==> config.mk <==
export PLATFORM = sky130hd
export DESIGN_NAME = scr1_accel_pix_window
export DESIGN_NICKNAME = d
export VERILOG_FILES = /design/src/rtl/scr1_accel_pix_window.sv
export SDC_FILE = /design/constraint.sdc
export NUM_CORES = 1
export LEC_CHECK = 0
export CORE_ASPECT_RATIO = 1.2
export CORE_UTILIZATION = 35
export DETAILED_ROUTE_END_ITERATION = 10
export GPL_TIMING_DRIVEN = 0
export SLEW_MARGIN = 25
export SYNTH_ARGS = -nofsm -noshare
export SYNTH_HDL_FRONTEND = slang
export SYNTH_SLANG_ARGS = --single-unit
export TNS_END_PERCENT = 20
==> constraint.sdc <==
create_clock -name clk -period 3.2 [get_ports clk]
set_input_delay 0.64 -clock clk [delete_from_list [all_inputs] [get_ports clk]]
set_output_delay 0.64 -clock clk [all_outputs]
set_load 0.02 [all_outputs]
==> src/rtl/scr1_accel_pix_window.sv <==
// 2x2 stride-1 window generator for the pixel accelerator.
// Keeps the previous row in a line buffer and emits packed neighbourhoods.
module scr1_accel_pix_window #(
    parameter int IMG_W = 32,
    parameter int IMG_H = 32,
    localparam int CW = $clog2(IMG_W),
    localparam int RW = $clog2(IMG_H)
) (
    input  logic        clk,
    input  logic        rst_n,
    input  logic        start,
    input  logic        pix_valid,
    input  logic [7:0]  pix_data,
    output logic        pix_ready,
    output logic        win_valid,
    output logic [31:0] win_data,
    output logic        win_last,
    input  logic        win_ready,
    output logic        busy,
    output logic        frame_done
);

    localparam logic [1:0] S_IDLE  = 2'd0;
    localparam logic [1:0] S_RUN   = 2'd1;
    localparam logic [1:0] S_DRAIN = 2'd2;

    localparam logic [CW-1:0] COL_MAX = CW'(IMG_W - 1);
    localparam logic [RW-1:0] ROW_MAX = RW'(IMG_H - 1);

    logic [1:0]    state;
    logic [CW-1:0] col;
    logic [RW-1:0] row;
    logic [7:0]    lb [IMG_W];
    logic [7:0]    tl_q;
    logic [7:0]    left_q;

    logic acc;
    logic gen;
    logic at_end;
    logic hs;

    assign pix_ready = (state == S_RUN) && !start
                     && (!win_valid || win_ready);
    assign acc    = pix_valid && pix_ready;
    assign at_end = (row == ROW_MAX) && (col == COL_MAX);
    // Row 0 and column 0 only prime the buffers.
    assign gen    = acc && (row != '0) && (col != '0);
    assign hs     = win_valid && win_ready;
    assign busy   = (state != S_IDLE);

    always_ff @(posedge clk or negedge rst_n) begin
        if (!rst_n) begin
            state      <= S_IDLE;
            col        <= '0;
            row        <= '0;
            frame_done <= 1'b0;
        end else begin
            frame_done <= 1'b0;
            if (start) begin
                state <= S_RUN;
                col   <= '0;
                row   <= '0;
            end else begin
                case (state)
                    S_RUN: begin
                        if (acc) begin
                            if (col == COL_MAX) begin
                                col <= '0;
                                if (at_end) state <= S_DRAIN;
                                else        row   <= row + 1'b1;
                            end else begin
                                col <= col + 1'b1;
                            end
                        end
                    end
                    S_DRAIN: begin
                        if (hs) begin
                            state      <= S_IDLE;
                            frame_done <= 1'b1;
                        end
                    end
                    S_IDLE:  state <= S_IDLE;
                    default: state <= S_IDLE;
                endcase
            end
        end
    end

    // Line buffer carries no reset; every entry is rewritten by row 0.
    always_ff @(posedge clk) begin
        if (acc) lb[col] <= pix_data;
    end

    always_ff @(posedge clk or negedge rst_n) begin
        if (!rst_n) begin
            tl_q      <= '0;
            left_q    <= '0;
            win_valid <= 1'b0;
            win_data  <= '0;
            win_last  <= 1'b0;
        end else begin
            if (acc) begin
                tl_q   <= lb[col];
                left_q <= pix_data;
            end
            if (start) begin
                win_valid <= 1'b0;
                win_last  <= 1'b0;
            end else if (gen) begin
                win_valid <= 1'b1;
                win_data  <= {pix_data, left_q, lb[col], tl_q};
                win_last  <= at_end;
            end else if (hs) begin
                win_valid <= 1'b0;
                win_last  <= 1'b0;
            end
        end
    end

endmodule

After elaboration in Yosys (flattened, before gate mapping):

Memories as Yosys holds them, arrays and structs flattened.
Index checks and enable logic that the tools add are counted.

* flip-flop bits (word level): 63
* RAM bits: 256
* bits of input ports: 13
* output and inout port bits: 37
* logic and storage cells: 68
* memories kept: 1

* $add $sub $neg: 2
* eq/ne operators: 9
* muxes and demuxes: 25
* bitwise logic cells: 1
* reduce and logical (&&, ||, !) cells: 21

Memories
* lb: words 32, width 8, read ports 1, clocked after memory_dff 0, write ports 1, RTL line 33 `logic [7:0] lb [IMG_W];`

Operator list (number)
* 5-bit 2-to-1 mux: 9
* 5-bit by 1-bit adder with 5-bit output (second input constant): 2
* 5-bit equality test (second input constant): 2
* 1-bit 2-to-1 mux: 10
* 2-bit 2-to-1 mux: 5
* 5-bit nonzero test: 2
* 3-bit inequality test (second input constant): 3
* 4-bit AND reduction: 2
* 2-bit nonzero test: 4
* 1-bit logical AND: 7
* 2-bit case mux with 2 select lines: 1
* 2-bit AND reduction: 2
* 3-bit by 2-bit inequality test with 1-bit output (second input constant): 1
* 3-bit nonzero test: 1
* 2-bit by 1-bit equality test with 1-bit output (second input constant): 1
* 2-bit equality test (second input constant): 1
* 1-bit logical NOT: 2
* 2-bit inequality test (second input constant): 1
* 1-bit logical OR: 1
* 1-bit inverter: 1

Depth between registers and ports, before layout:

* depth in word-level cells: 8
* mapped depth: 9
* gate-level depth less buffers: 7

Least setup slack after synthesis:

Ideal clock, no wire load.

* path kind: input -> register
* start: input port start
* end: memory lb[10][0], enable pin
* library setup time: 0.370 ns
* data arrival time: 1.904 ns
* data required time: 2.830 ns
* path slack: 0.926 ns
* stages: 6
* path buffers: 2
* cell sequence: nor3b_2 -> and3_1 -> clkbuf_2 -> buf_2 -> nand2_1 -> nor2_1

* cells in the longest elaborated chain, start to end: 6

RTL lines
* start: declaration: RTL line 11 `input logic start,`
* 1-bit logical NOT: RTL line 42 `assign pix_ready = (state == S_RUN) && !start`
* 1-bit logical AND: RTL line 42
* 1-bit logical AND: RTL line 43 `&& (!win_valid || win_ready);`
* 1-bit logical AND: RTL line 44 `assign acc = pix_valid && pix_ready;`
* 1-bit 2-to-1 mux: RTL line 91 `if (acc) lb[col] <= pix_data;`
* 1-bit 2-to-1 mux (not written as such): RTL line 91
* end: declaration: RTL line 33

No other way between the ends.

Worst setup path in the final report:

* start: input port start
* end: memory lb[21][1], enable pin

Same word-level chain as after synthesis.

==> results.txt <==
Final Wtd Congestion = 0.875
Setup Viol. Count Final = 0
routed len/inst = 22.8 um
Leakage = 4.92 nW
Die Ht = 210 um
Synth Area in Simple Gates = 0.0626
total power = 8.63 mW
Reg2Reg Launch Point = col[1]$_DFFE_PN0P_
Max-slew headroom = 0.300
filler instances = 3,192
RSZ-0062 raised after global routing = yes
Avg Inst Size Synth = 16.1 sq um
first-pass GRT wire length = 45,600 um
DRC viols = 0
WS Path Type = input pin to flop
register area = 9260 sq um
IO Count = 50
Clock Root Buffer = clkbuf_16
crit path to = lb[21][1]$_DFFE_PP_
GR Util All Layers = 0.169
Yosys reg bits = 319
largest net degree at the start of global routing = 54
Synth Area in Compound Gates = 0.0512
endpoint type of the worst setup path = flop
most common library cell in the layout ignoring fill and taps = edfxtp_1
Cell Chain, Critical Path = clkdlybuf4s50_1 -> nor3b_2 -> and3_1 -> clkbuf_2 -> buf_2 -> nand2_1 -> nor2_1
clk slew on worst S/H paths = 0.07 ns
Worst Hold Class = input pin to flop
mux contribution to synthesized area = 0.123
# rows = 75
Overflow after GRT = 0
commonest non-fill, non-tap cells in the layout = 256 x edfxtp_1, 128 x mux2i_1, 63 x dfrtp_1
Worst path max stage delay = 0.78 ns
final worst-path cycle share = 0.958
Critical Path Source Type = input pin
Crit-path slowest cell = nor2_1
Initial Util = 0.359
Setup TNS = 0 ns
Vias = 7,195
status = finished clean
dpl hpwl = 20,700 um
Post-synth ARST share = 0.197
port bufs = 49
crit path DAT = 3.25 ns
final clock skew = 0.0219 ns
Cells after Synth = 789
antenna cells = 0
FF-to-FF path depth = 7
final hold viol count = 0
sequential share of the synthesized area = 0.731
share of cells above drive strength 1 = 0.156
fin cells = 1,361
YS warnings = 0
antenna violation net count after detailed routing = 0
CTS H-tree lvls = 1
TritonRoute pass-1 iters = 5
Mapped Area = 12,700 sq um
clock buffer depth = 3
CP Launch Point = start
area of the multi-input gates = 3130 sq um
fin. max-slew vios = 0
end of the worst register-to-register path = lb[24][4]$_DFFE_PP_
fin crit period = 3.06 ns
Post-synth EDFFs = 256
R2R Setup Slk = 0.45 ns
XOR/XNOR Fraction of Synth Area = 0.000691
clock insertion delay at the later pin of the skew report = 0.57 ns
placed cell count = 1,304
drt total wl = 31,100 um
initial antenna violation count = 0
Vias/cell = 5.29
Crit path required time = 3.39 ns
synth unique cells = 40
maximum VDD drop = 455 uV
Synth Area in Adders = 0.00790
TritonCTS Buffers = 30
fmax = 326 MHz
Sink Count = 319
number of global-route vias before repair = 6,973
TritonCTS clock tree = done
full die area = 37,000 sq um
die width = 176 um
P&R area growth vs syn = 17.5%
core area = 35,300 sq um
ys flop type = edfxtp_1
synthesized net count = 810
Post-layout nets = 896
crit path max fanout = 10
initial DRC count = 590
Power Density = 580 nW/um^2
main combinational cell family by area after synthesis = multiplexers
Tightest Pin Transition = 1.04 ns
max-cap violation count = 0
-- registers in the layout, indices dropped and copies added, names as in the netlist, 2 cells and up --
name,cells
col,5
tl_q,8
left_q,8
state,2
lb,256
row,5
win_data,32
-- worst max-delay path: cells and delay by family --
kind / cells / cell delay, ns
buffers and inverters: 3 / 0.92
and+or+nand+nor: 4 / 1.69
-- what timing repair did --
item | CTS | global route
endpoints found under the hold margin | 10 | 0
gates resized for setup | 0 | 7
hold buffers | 1 | 0
setup endpoints to repair | 0 | 43
setup buffers | 0 | 0
-- area by class of cell --
cell class | count | share of cell area
clock buffers | 41 | 0.0584
multi-input cells | 416 | 0.210
inverters | 7 | 0.00177
flip-flops and latches | 319 | 0.623
well taps | 462 | 0.0388
repair buffers | 54 | 0.0372
clock inverters | 15 | 0.0131
plain buffers | 47 | 0.0178
-- how the worst min path moves through the flow --
stage / end / slack [ns] / depth (start not counted) / start
2_1_floorplan: col[0]$_DFFE_PN0P_ / 0.34 / 0 / rst_n
3_3_place_gp: left_q[7]$_DFFE_PN0P_ / 0.46 / 2 / left_q[7]$_DFFE_PN0P_
4_1_cts: lb[3][6]$_DFFE_PP_ / 0.43 / 1 / pix_data[6]
6_report: lb[3][6]$_DFFE_PP_ / 0.44 / 1 / pix_data[6]
5_1_grt: lb[3][6]$_DFFE_PP_ / 0.43 / 1 / pix_data[6]
3_5_place_dp: left_q[7]$_DFFE_PN0P_ / 0.46 / 2 / left_q[7]$_DFFE_PN0P_
-- cell usage after synthesis (all sizes together), types with 8 or more instances --
master / number / share of area
nor2: 46 / 0.014
nor4: 16 / 0.0079
o22ai: 64 / 0.033
ha: 8 / 0.0079
mux2: 25 / 0.022
edfxtp: 256 / 0.61
a21oi: 17 / 0.0067
mux2i: 128 / 0.10
buf: 38 / 0.018
a31oi: 17 / 0.0084
dfrtp: 63 / 0.12
clkbuf: 9 / 0.0028
nand2: 37 / 0.011
-- routing by layer --
layer / up-vias / part of all wire / global-route usage
met5: - / 0 / 0
met4: 0 / 0.030 / 0.0558
met3: 44 / 0.060 / 0.0236
met2: 268 / 0.48 / 0.281
met1: 3633 / 0.43 / 0.226
li1: 3250 / - / -
-- metrics by stage --
step,setup slack [ns],hold WS [ns],cell area (sq um),util
after CTS,0.0724,0.428,14900,0.421
after global placement,-0.556,0.457,13700,0.389
final,0.136,0.439,14900,0.422
after detailed placement,-0.500,0.461,13800,0.391
after floorplan,0.926,0.344,12700,-
after global routing,-0.00584,0.429,14900,0.422
-- report_power, final --
| part | internal (mW) | switching [mW] | total (mW) |
|---|---|---|---|
| Clock | 2.23 | 1.53 | 3.76 |
| Sequential | 4.53 | 0.0225 | 4.55 |
| Combinational | 0.102 | 0.218 | 0.320 |
-- cell families after synthesis --
group | after synthesis
compound gates | 106
xor+xnor | 1
fa+ha+maj | 8
buf+inv | 54
flops | 319
mux | 153
simple gates | 148
Power figures use the tool's default switching activity.
